===== config.mk =====
export PLATFORM = sky130hd
export DESIGN_NAME = register_file
export DESIGN_NICKNAME = d
export VERILOG_FILES = /design/src/rtl/register_file.sv
export SDC_FILE = /design/constraint.sdc
export NUM_CORES = 1
export LEC_CHECK = 0
export CAP_MARGIN = 20
export CORE_MARGIN = 8
export CORE_UTILIZATION = 45
export CTS_BUF_LIST = sky130_fd_sc_hd__clkbuf_4 sky130_fd_sc_hd__clkbuf_8
export CTS_CLUSTER_DIAMETER = 80
export DETAILED_ROUTE_END_ITERATION = 8
export GPL_ROUTABILITY_DRIVEN = 1
export HOLD_SLACK_MARGIN = 0.02
export PLACE_DENSITY = 0.84
export RECOVER_POWER = 100
export SYNTH_ARGS = -nofsm -noshare
export SYNTH_HDL_FRONTEND = slang
export SYNTH_SLANG_ARGS = --single-unit

===== constraint.sdc =====
create_clock -name clk -period 2.65 [get_ports clk]
set_input_delay 0.6625 -clock clk [delete_from_list [all_inputs] [get_ports clk]]
set_output_delay 0.6625 -clock clk [all_outputs]
set_load 0.02 [all_outputs]

===== src/rtl/register_file.sv =====
`default_nettype none
// +-----------------------------------------------------------------------------+
// | register_file : DEPTH x WIDTH register file with per-register valid bits,   |
// | registered bus read port and synchronous clear. Optional macro              |
// | REGFILE_BYPASS_EN forwards a same-cycle write to a read of the same index.  |
// | Revision: 1.0                                                               |
// +-----------------------------------------------------------------------------+
module register_file #(
  parameter  int WIDTH = 8,
  parameter  int DEPTH = 4,
  localparam int AW    = (DEPTH > 2) ? $clog2(DEPTH) : 1
) (
  input  logic             clk,
  input  logic             rst_n,
  input  logic [WIDTH-1:0] bus_in,
  input  logic             load,
  input  logic [AW-1:0]    wr_addr,
  input  logic             enable_output,
  input  logic [AW-1:0]    rd_addr,
  input  logic             clear,
  output logic [WIDTH-1:0] bus_out,
  output logic             bus_oe,
  output logic             rd_err,
  output logic [WIDTH-1:0] regA,
  output logic [DEPTH-1:0] valid
);

  // Storage covers every encodable address; slots at or above DEPTH stay zero/invalid.
  localparam int            c_slots = 1 << AW;
  localparam logic [AW:0]   c_depth = (AW + 1)'(DEPTH);

  logic [WIDTH-1:0]   r_regs [c_slots];
  logic [c_slots-1:0] r_valid;

  logic               w_rd_in_range;
  logic               w_wr_in_range;
  logic [WIDTH-1:0]   w_rd_data;
  logic               w_rd_err;

  assign w_rd_in_range = ({1'b0, rd_addr} < c_depth);
  assign w_wr_in_range = ({1'b0, wr_addr} < c_depth);

`ifdef REGFILE_BYPASS_EN
  logic w_hit;
  assign w_hit = load && !clear && w_wr_in_range && (wr_addr == rd_addr);
`endif

  always_comb begin
    w_rd_data = '0;
    w_rd_err  = 1'b1;
    if (w_rd_in_range && r_valid[rd_addr]) begin
      w_rd_data = r_regs[rd_addr];
      w_rd_err  = 1'b0;
    end
`ifdef REGFILE_BYPASS_EN
    if (w_hit) begin
      w_rd_data = bus_in;
      w_rd_err  = 1'b0;
    end
`endif
  end

  always_ff @(posedge clk) begin
    if (!rst_n) begin
      for (int i = 0; i < c_slots; i++) begin
        r_regs[i] <= '0;
      end
      r_valid <= '0;
      bus_out <= '0;
      bus_oe  <= 1'b0;
      rd_err  <= 1'b0;
    end else begin
      // Read path samples pre-edge state, so it is unaffected by clear/load below.
      bus_oe  <= enable_output;
      bus_out <= enable_output ? w_rd_data : '0;
      rd_err  <= enable_output & w_rd_err;
      if (clear) begin
        for (int i = 0; i < c_slots; i++) begin
          r_regs[i] <= '0;
        end
        r_valid <= '0;
      end else if (load && w_wr_in_range) begin
        r_regs[wr_addr]  <= bus_in;
        r_valid[wr_addr] <= 1'b1;
      end
    end
  end

  assign regA  = r_regs[0];
  assign valid = r_valid[DEPTH-1:0];

endmodule
`default_nettype wire


== Yosys cells after proc, flatten, opt, wreduce, memory -nomap -nowiden ==
Memory sizes are Yosys's and may differ from the RTL's. A register that Yosys moved wholly into a read port is not among the register bits.
Index checks and enable logic that the tools add are counted.
Storage, ports and cells
  memories: 1
  input bits: 17
  register bits: 6
  output and inout port bits: 22
  bits in writable memories: 32
Operators by class
  bitwise logic cells: 7
  multiplexer cells: 20
  reduce and logical (&&, ||, !) cells: 5
  order comparisons: 3
Memory list
  r_regs: words 4, bits a word 8, read ports 2, clocked after Yosys merged registers in 1, wr ports 4, line 32  | logic [WIDTH-1:0] r_regs [c_slots];
Operators by type and width (number)
  $mux W8: 5
  $mux W1: 12
  $reduce_or A8 Y1: 1
  $lt A2 B3 Y1 const B: 2
  $or A1 B1 Y1: 4
  $or A4 B4 Y4: 1
  $reduce_and A3 Y1: 1
  $bmux W1 S2: 1
  $demux W1 S2: 1
  $ge A2 B1 Y1 const B: 1
  $mux W2: 1
  $reduce_or A2 Y1: 1
  $and A1 B1 Y1: 1
  $logic_and A1 B1 Y1: 1
  $logic_not A1 Y1: 1
  $not A1 Y1: 1

== Depth between registers and ports, before layout ==
Gate-level depths: netlist (run 1).
  word-level depth: 6
  depth in mapped cells: 4
  depth with buffers taken out: 3

== Worst setup path after synthesis (run 1) ==
No wires, ideal clock.
  path kind: input to register
  start point: input port clear
  end point: memory r_regs[0][0], enable pin
  buffers on the path: 0
  arrival: 1.543 ns
  slack: 0.773 ns
  stages: 3
  path through: nand2b_2 > nor4b_4 > nand2b_1
RTL lines
  from (decl): line 20  | input logic clear,
  to (decl): line 32

==> flow_summary.ini, run 1 <==
[timing]
max_freq_ghz = 0.4427
rsz0062_at_grt = false
setup_viol = 0
relSlewSlack_pct = 56.85
drv_slew = 0
final.setup.tns_ns = 0
fin_crit_ns = 2.259
whs_ns = 0.4922
finalHoldViolCount = 0
fin_crit_sh_pct = 85.23
max_slew.worst_pin.slew_ns = 0.6438
skew_ns = 0.005236

[global_routing]
grt_max_degree = 14
grt_overflow = 0
grtUsageTotal_pct = 12.55
antenna_found_initial = 0
grt_pass1_wl_um = 6016
first_global_vias = 1209

[clock_tree]
ctsHoldBuffers = 0
cts_sinks = 46
post_cts_buffers = 0
cts_max_level = 2
cts_tree = built
cts-root-buf = clkbuf_8
cts_resized = 0
insertion_delay_ns = 0.29
clock_path_buffers = 2
cts_made_buffers = 5
clk_pin_slew_ns = 0.08

[detailed_routing]
vias_per_cell = 5.068
vias = 1115
ant_nets = 0
wl_per_cell_um = 17.41
drtIter0Drc = 97
first_pass_iters = 4
drc = 0
drt-total-wl_um = 3830

[critical_path]
start_kind = input pin
slowest_stage = dlygate4sd3_1
path_cells = dlygate4sd3_1 > nand2b_1 > nor4b_4 > nand2b_1
rr_worst_depth = 3
path_max_fanout = 8
path_class = input pin to register
required_ns = 2.60
rr_endpoint = bus_out[1]$_SDFF_PN0_
endpoint_kind = register
r2r-start = valid[2]$_SDFFE_PP0P_
crit_top_cell = nand2b_1
crit_path_max_incr_delay_ns = 0.63
regToRegSetupSlack_ns = 1.46
cp.arrival_ns = 2.21
path_buf_inv = 1
cp_top_family = simple AND/OR/NAND/NOR gates

[run]
cap_viol_max_count = 0

[floorplanning]
die_area_mm2 = 0.006545
core-area_mm2 = 0.004029
die_x_um = 80.90
ios = 39
initial_utilization_pct = 47.05
die_h_um = 80.90
rows = 23

[synth]
yosysWarnings = 0
synth_edf_count = 32
synth_ff_type = edfxtp_1
async_flop_share_pct = 0
syn_avg_cell_area_um2 = 15.67
synth_area_mm2 = 0.001896
synth.distinct_cells = 20
yosysSeqAreaShare_pct = 65.48
synth-seq-cells = 46
synthesis.nets = 138
syn-instance-count = 121

[pwr]
p_leak_nw = 0.9646
power_density_mw_per_mm2 = 550.7
peakVddDrop_uv = 262.7

[cells_and_area]
fillers = 316
syn_to_final_growth_pct = 28.12
final_nets = 187
diodes = 0
multi_input_area_um2 = 631.9
register_area_mm2 = 0.001241
drive_above_1_share_pct = 12.94

[status]
status = completed

[place]
io_buffers = 38
place_hpwl_um = 2808
gp_congestion = 0.7714

[min_path]
hp-class = register to register
hold_depth = 1
hold_end = valid[0]$_SDFFE_PP0P_
min_from = valid[0]$_SDFFE_PP0P_
==> placed cells by master (no fill, tap or decap), types with 4 or more instances in the layout <==
master | synthesis | layout
clkbuf_1 | 0 | 4
clkdlybuf4s50_1 | 0 | 14
a21o_1 | 4 | 4
nor2b_1 | 9 | 9
mux4_2 | 8 | 8
dlygate4sd3_1 | 0 | 24
edfxtp_1 | 32 | 32
and2_1 | 33 | 13
and2_0 | 0 | 20
dfxtp_1 | 14 | 14
clkbuf_8 | 0 | 5
nand2b_1 | 3 | 4
==> area by class of cell <==
class                   count  area share, %
clock buffers               5          2.834
clock inverters             2         0.4122
inverters                   1         0.1546
multi-input cells          72          26.02
flip-flops and latches     46          51.11
well taps                  50          2.576
repair buffers             44          16.90
==> synthesized netlist by cell type, drive strengths merged (2+ instances only) <==
library cell / count / area, µm²
and2: 33 / 206.5
edfxtp: 32 / 960.9
dfxtp: 14 / 280.3
nor2b: 9 / 56.30
mux4: 8 / 180.2
a21o: 4 / 30.03
nand2b: 4 / 27.53
buf: 2 / 16.26
mux2i: 2 / 20.02
nand2: 2 / 7.510
nor3: 2 / 20.02
nor4b: 2 / 47.55
o21ai: 2 / 10.01
==> flip-flops by register name, summed over array words and instances, names as in the netlist <==
register / count
bus_oe: 1
bus_out: 8
r_regs: 32
rd_err: 1
valid: 4
==> through the flow <==
step / area, µm² / worst slack (ns) / total power [mW] / std cells / util, %
2_1_floorplan: 1896 / 0.7730 / 0.8959 / 121 / -
3_3_place_gp: 2367 / 0.3173 / 0.9635 / 213 / 58.76
3_5_place_dp: 2367 / 0.2251 / 0.9695 / 213 / 58.76
4_1_cts: 2446 / 0.5361 / 1.356 / 220 / 60.71
5_1_grt: 2429 / 0.2829 / 1.392 / 220 / 60.28
6_report: 2429 / 0.3914 / 1.338 / 220 / 60.28
==> worst register-to-register path: stages (launching register included) <==
cell and delay (ns):
dfxtp_1 0.33, mux2i_1 0.22, o22a_1 0.43, nor2b_1 0.10
==> per-layer routing <==
layer	wire [µm]	GRT usage, %
met1	1382	12.47
met5	0	0
met2	2067	22.61
met3	294	4.415
met4	86	6.429
==> cell families (layout without fill, tap and decap cells) <==
family                 count (synthesis)  after routing  share of synthesized area, %
DFF                                   46             46                         65.48
and+or+nand+nor                       54             54                         19.93
muxes                                 10             10                         10.56
buffers and inverters                  3             52                         1.056
AOI/OAI and AO/OA                      8              8                         2.971
==> worst max path at each step <==
| stage | from | end | slack (ns) | cells past startpoint |
|---|---|---|---|---|
| after global placement | rst_n | r_regs[0][7]$_SDFFCE_PN0P_ | 0.32 | 4 |
| after CTS | rst_n | r_regs[0][0]$_SDFFCE_PN0P_ | 0.54 | 4 |
| final | rst_n | r_regs[0][0]$_SDFFCE_PN0P_ | 0.39 | 4 |
| after global routing | rst_n | r_regs[2][1]$_SDFFCE_PN0P_ | 0.28 | 4 |
| after detailed placement | rst_n | r_regs[0][7]$_SDFFCE_PN0P_ | 0.23 | 4 |
| after floorplan | clear | r_regs[0][0]$_SDFFCE_PN0P_ | 0.77 | 3 |
==> power breakdown <==
group	total [mW]	switching [mW]	internal, mW
registers	0.812	0.0111	0.801
logic	0.133	0.0639	0.0692
clock network	0.393	0.216	0.177
total	1.34	0.291	1.05
Power figures use the tool's default switching activity.
==> run 2, diff against run 1 <==
--- a/config.mk
+++ b/config.mk
@@ -15,6 +15,7 @@
 export HOLD_SLACK_MARGIN = 0.02
 export PLACE_DENSITY = 0.84
 export RECOVER_POWER = 100
+export REMOVE_ABC_BUFFERS = 1
 export SYNTH_ARGS = -nofsm -noshare
 export SYNTH_HDL_FRONTEND = slang
 export SYNTH_SLANG_ARGS = --single-unit
==> flow_summary.ini, run 2 (synthesis results as in run 1) <==
[detailed_routing]
first_pass_iters = 4
vias_per_cell = 5.317
ant_nets = 0
drtIter0Drc = 97
vias = 1175
drc = 0
drt-total-wl_um = 4170
wl_per_cell_um = 18.87

[timing]
fin_crit_ns = 2.289
fin_crit_sh_pct = 86.38
setup_slack_ns = 0.3608
max_slew.worst_pin.slew_ns = 0.6424
final.setup.tns_ns = 0
skew_ns = 0.007466
rsz0062_at_grt = false
finalHoldViolCount = 0
max_freq_ghz = 0.4368
whs_ns = 0.4970
drv_slew = 0
setup_viol = 0
relSlewSlack_pct = 56.94

[global_routing]
grt_overflow = 0
grtUsageTotal_pct = 13.72
first_global_vias = 1312
grt_max_degree = 16
grt_pass1_wl_um = 6589
antenna_found_initial = 0

[clock_tree]
cts_resized = 0
clk_pin_slew_ns = 0.09
cts_made_buffers = 5
cts_tree = built
cts_sinks = 46
ctsHoldBuffers = 0
post_cts_buffers = 0
cts_max_level = 2
insertion_delay_ns = 0.30
clock_path_buffers = 2
cts-root-buf = clkbuf_8

[pwr]
netSwitchingFraction_pct = 23.20
intPower_mw = 1.055
p_leak_nw = 0.9620
pwr-share-comb_pct = 9.7
power_frac_seq_pct = 59.2
power.switching_uw = 318.5
power_density_mw_per_mm2 = 566.2
pwr-share-clk_pct = 31.1
peakVddDrop_uv = 256.3

[critical_path]
path_class = input pin to register
path_cells = dlygate4sd3_1 > nor2b_1 > o21ai_0 > clkbuf_1
cp_top_family = buffers and inverters
required_ns = 2.62
endpoint_kind = register
slowest_stage = dlygate4sd3_1
start_kind = input pin
path_max_fanout = 8
crit_path_max_incr_delay_ns = 0.61
path_buf_inv = 2
cp.arrival_ns = 2.26

[place]
place_hpwl_um = 3013
gp_congestion = 0.7767
placedInstanceArea_mm2 = 0.002367
place_ws_ns = 0.2263
io_buffers = 38

[min_path]
hp-class = register to register

[floorplanning]
die_x_um = 80.90
core-area_mm2 = 0.004029
rows = 23
die_area_mm2 = 0.006545
ios = 39
die_h_um = 80.90
initial_utilization_pct = 47.05

[cells_and_area]
drive_above_1_share_pct = 12.87
regMostFlops = r_regs
final_nets = 187
largest_reg_flops = 32
final_cell_mix = edfxtp_1, dlygate4sd3_1, and2_1
diodes = 0
layout_commonest_cell = edfxtp_1
syn_to_final_growth_pct = 27.92
final_area_mm2 = 0.002425

[run]
cap_viol_max_count = 0

[status]
status = completed
## run 2: area by class of cell
type / count / area (µm²)
Fill cell: 324 / 1604
Tap cell: 50 / 62.56
Inverter: 1 / 3.754
Timing Repair Buffer: 44 / 410.4
Clock inverter: 3 / 21.27
Clock buffer: 5 / 68.82
Sequential cell: 46 / 1241
Multi-Input combinational cell: 72 / 616.8
## run 2: path summary, 6_finish.rpt
check / from / to / slack [ns] / depth (start not counted)
setup / recovery: rst_n / r_regs[3][2]$_SDFFCE_PN0P_ / 0.36 / 4
hold reg to reg: valid[3]$_SDFFE_PP0P_ / valid[3]$_SDFFE_PP0P_ / 0.50 / 1
hold / removal: valid[3]$_SDFFE_PP0P_ / valid[3]$_SDFFE_PP0P_ / 0.50 / 1
setup reg to reg: valid[2]$_SDFFE_PP0P_ / bus_out[4]$_SDFF_PN0_ / 1.45 / 3
## run 2: per-stage QoR
stage | cells | util [%] | total power [mW]
after CTS | 221 | 60.99 | 1.390
after global routing | 221 | 60.19 | 1.423
after detailed placement | 213 | 58.76 | 0.9722
final | 221 | 60.19 | 1.373
after global placement | 213 | 58.76 | 0.9650
after floorplan | 119 | - | 0.8895
## run 2: per-layer routing
| metal | vias to the layer above | GRT usage [%] | part of all wire (%) | routed length [µm] |
|---|---|---|---|---|
| met5 | - | 0 | 0 | 0 |
| met4 | 0 | 9.107 | 3.3 | 138 |
| met3 | 14 | 3.532 | 6.3 | 262 |
| met2 | 40 | 24.30 | 54 | 2269 |
| met1 | 582 | 14.00 | 36 | 1500 |
| li1 | 539 | - | - | - |
## run 2: power by group through the flow
stage | combinational, mW | clock, mW | sequential [mW]
after floorplan | 0.0501 | 0 | 0.839
after global placement | 0.138 | 0 | 0.827
after detailed placement | 0.142 | 0 | 0.830
after CTS | 0.143 | 0.434 | 0.813
after global routing | 0.142 | 0.464 | 0.817
final | 0.133 | 0.428 | 0.813
==> run 3, diff against run 2 <==
--- a/config.mk
+++ b/config.mk
@@ -13,9 +13,10 @@
 export DETAILED_ROUTE_END_ITERATION = 8
 export GPL_ROUTABILITY_DRIVEN = 1
 export HOLD_SLACK_MARGIN = 0.02
-export PLACE_DENSITY = 0.84
+export PLACE_DENSITY = 0.72
 export RECOVER_POWER = 100
 export REMOVE_ABC_BUFFERS = 1
+export SLEW_MARGIN = 20
 export SYNTH_ARGS = -nofsm -noshare
 export SYNTH_HDL_FRONTEND = slang
 export SYNTH_SLANG_ARGS = --single-unit
==> constraint.sdc (replaced) <==
create_clock -name clk -period 2.9 [get_ports clk]
set_input_delay 0.725 -clock clk [delete_from_list [all_inputs] [get_ports clk]]
set_output_delay 0.725 -clock clk [all_outputs]
set_load 0.02 [all_outputs]
==> flow_summary.ini, run 3 (synthesis results as in run 1) <==
[status]
status = completed

[critical_path]
rr_worst_depth = 3
endpoint_kind = register
path_class = input pin to register
required_ns = 3.06
cp_top_family = simple AND/OR/NAND/NOR gates
rr_endpoint = bus_out[6]$_SDFF_PN0_
start_kind = input pin
regToRegSetupSlack_ns = 1.74
cp.arrival_ns = 2.55
endpoint = r_regs[3][7]$_SDFFCE_PN0P_
path_cells = dlygate4sd3_1 > nand2b_1 > nor3_1 > and2_0
startpoint = rst_n
r2r-start = valid[3]$_SDFFE_PP0P_
crit_path_max_incr_delay_ns = 0.84
slowest_stage = nor3_1
path_buf_inv = 1
path_max_fanout = 9
cp_num_cells = 4

[min_path]
hp-class = register to register

[pwr]
power_density_mw_per_mm2 = 572.5
design_power_total_mw = 1.407
peakVddDrop_uv = 283.8
p_leak_nw = 0.9765

[clock_tree]
cts_tree = built
clock_path_buffers = 2
cts_made_buffers = 5
clk_pin_slew_ns = 0.08
cts-root-buf = clkbuf_8
insertion_delay_ns = 0.30
cts_resized = 0
cts_max_level = 2
post_cts_buffers = 0
ctsHoldBuffers = 0
cts_sinks = 46

[cells_and_area]
layout_commonest_cell = edfxtp_1
diodes = 0
syn_to_final_growth_pct = 29.70
drive_above_1_share_pct = 10.92
multi_input_area_um2 = 596.8
final_cell_mix = edfxtp_1, dlygate4sd3_1, and2_0
fillers = 344
final_nets = 190
regMostFlops = r_regs
register_area_mm2 = 0.001241
largest_reg_flops = 32

[floorplanning]
ios = 39
initial_utilization_pct = 47.05
die_x_um = 80.90
die_h_um = 80.90
die_area_mm2 = 0.006545
core-area_mm2 = 0.004029
rows = 23

[timing]
relSlewSlack_pct = 31.73
drv_slew = 0
fin_crit_ns = 2.387
finalHoldViolCount = 0
fin_crit_sh_pct = 82.29
setup_slack_ns = 0.5135
skew_ns = 0.007365
max_slew.worst_pin.slew_ns = 1.016
rsz0062_at_grt = false
max_freq_ghz = 0.4190
setup_viol = 0
whs_ns = 0.4932
final.setup.tns_ns = 0

[global_routing]
antenna_found_initial = 0
grtUsageTotal_pct = 12.69
first_global_vias = 1257
grt_max_degree = 15
grt_overflow = 0
grt_pass1_wl_um = 6085

[detailed_routing]
drtIter0Drc = 41
drt-total-wl_um = 3826
wl_per_cell_um = 17.08
drc = 0
first_pass_iters = 4
ant_nets = 0
vias = 1141
vias_per_cell = 5.094

[place]
gp_congestion = 0.8069
place_hpwl_um = 2790
io_buffers = 38
place_ws_ns = 0.4599

[run]
cap_viol_max_count = 0
run 3: changes by cell type in the layout (fill, tap and decap cells not counted), sizes merged:
| cell | change |
|---|---|
| clkinvlp | -1 |
| bufinv | +2 |
| clkinv | -1 |
| clkbuf | +3 |
run 3: worst min-delay path by stage:
stage          cells after the start                    end                  start
6_report                           1  valid[3]$_SDFFE_PP0P_  valid[3]$_SDFFE_PP0P_
5_1_grt                            1  valid[3]$_SDFFE_PP0P_  valid[3]$_SDFFE_PP0P_
4_1_cts                            1  valid[3]$_SDFFE_PP0P_  valid[3]$_SDFFE_PP0P_
3_5_place_dp                       1  valid[2]$_SDFFE_PP0P_  valid[2]$_SDFFE_PP0P_
3_3_place_gp                       1  valid[0]$_SDFFE_PP0P_  valid[0]$_SDFFE_PP0P_
2_1_floorplan                      1  valid[0]$_SDFFE_PP0P_  valid[0]$_SDFFE_PP0P_
run 3: per-layer routing:
metal	wire length, µm	GRT usage (%)	vias to the layer above
met4	43	3.750	0
li1	-	-	542
met3	253	5.188	6
met2	1886	22.37	37
met1	1642	13.63	556
met5	0	0	-
run 3: power breakdown:
group / internal, mW / switching, mW
Clock: 0.341 / 0.207
Combinational: 0.0627 / 0.0560
Sequential: 0.731 / 0.00963
run 3: final cells by class:
cell class | count | share of cell area (%)
clock buffer | 5 | 2.799
timing repair buffer | 47 | 17.15
inverter | 1 | 0.1527
sequential | 46 | 50.48
tap | 50 | 2.545
clock inverter | 3 | 2.595
multi-input combinational | 72 | 24.27
run 3: per-stage QoR:
stage / area (µm²) / utilization [%] / instances
finish: 2459 / 61.02 / 224
global placement: 2390 / 59.32 / 216
detailed placement: 2390 / 59.32 / 216
global route: 2459 / 61.02 / 224
CTS: 2522 / 62.61 / 224
floorplan: 1879 / - / 119
==> patch, RTL diff (config.mk and constraints of run 2) <==
`DEPTH`: 4 -> 8.
--- a/src/rtl/register_file.sv
+++ b/src/rtl/register_file.sv
@@ -9,3 +9,3 @@
   parameter  int WIDTH = 8,
-  parameter  int DEPTH = 4,
+  parameter  int DEPTH = 8,
   localparam int AW    = (DEPTH > 2) ? $clog2(DEPTH) : 1
Interface: changed (resized rd_addr, valid and wr_addr); port bits go from 39 to 45. No check against the original RTL was run, so the function may have changed too.
==> patch against run 2 <==
- worst setup slack got worse by 0.022 ns
- power is 100% higher
- area after synthesis is 88% higher
- sequential cell count rose by 36
- final area grew 83%
- wire length is 85% higher
- count of clock-buffer cells in the layout up 5
- core utilization fell by 2.6 points
==> patch: results <==
[clocking]
cts_max_level = 3
cts_buffers = 9
clock_latency_ns = 0.35

[timing]
whs_ns = 0.4876
skew_ns = 0.009806
worstMarginPinSlew_ns = 0.5729

[synthesis]
synthTopCellsByArea = edfxtp_1 (54%), and2_1 (11%), dfxtp_1 (10%)
synth_cell_types = 28
seq_area_frac_synth_pct = 64.00
synth_edf_count = 64
synthTopCellsByCount = and2_1 (64), edfxtp_1 (64), dfxtp_1 (18), mux2i_1 (10)

[cells_and_area]
final_cells = 404
drive_gt1_share_pct = 10.93
fillers = 647
nNetsFinal = 316
largest_register_ffs = 64

[route]
vias = 2151
drt_iter0_drc = 73
routed_wl_um = 7715

[power_and_ir_drop]
p_sw_share_pct = 21.15
p_leak_nw = 1.781
ir_worst_vdd_mv = 0.2777

[placed_design]
pre_cts_ws_ns = 0.3342
place_area_um2 = 4255

[critical_path]
cp_data_arrival_time_ns = 2.29
slowest_delay_ns = 0.58

[grt]
grt_pass1_wl_um = 11850
grt_max_degree = 21
gr-usage-all-layers_pct = 13.91
grt_pass1_vias = 2276

[outcome]
status = finished clean
[patch: per-layer routing]
layer	track usage [%]	routed length [µm]	vias up	part of all wire (%)
met3	2.334	460	16	6.0
met5	0	0	-	0
met1	14.92	3045	1060	39
li1	-	-	998	-
met4	6.116	144	0	1.9
met2	26.11	4064	77	53
[patch: final cells by class]
class / instances / area share [%]
Clock buffer: 10 / 2.965
Clock inverter: 6 / 2.570
Inverter: 1 / 0.08472
Multi-Input combinational cell: 138 / 27.28
Sequential cell: 82 / 51.51
Tap cell: 102 / 2.881
Timing Repair Buffer: 65 / 12.71
[patch: cell families after synthesis]
| logic type | share of synthesized area (%) |
|---|---|
| and+or+nand+nor | 16.14 |
| muxes | 14.49 |
| buffers and inverters | 1.824 |
| AOI/OAI and AO/OA | 3.544 |
| DFF | 64.00 |
[patch: power groups by stage]
stage          sequential (mW)  clock (mW)  combinational [mW]
2_1_floorplan             1.50           0              0.0964
5_1_grt                   1.47        1.14               0.248
3_3_place_gp              1.49           0               0.238
4_1_cts                   1.46        1.10               0.247
3_5_place_dp              1.49           0               0.245
6_report                  1.46        1.08               0.234
[patch: worst paths after layout]
path              cells after the start          from           end
setup / recovery                      5         rst_n  r_regs[6][7]
hold / removal                        1      valid[2]      valid[2]
setup reg to reg                      3  r_regs[0][3]    bus_out[3]
hold reg to reg                       1      valid[2]      valid[2]
[patch: worst max-delay path: cells and delay by family]
| kind | cells | cell delay [ns] |
|---|---|---|
| buf+inv | 3 | 1.26 |
| compound gates | 1 | 0.22 |
| simple gates | 1 | 0.14 |
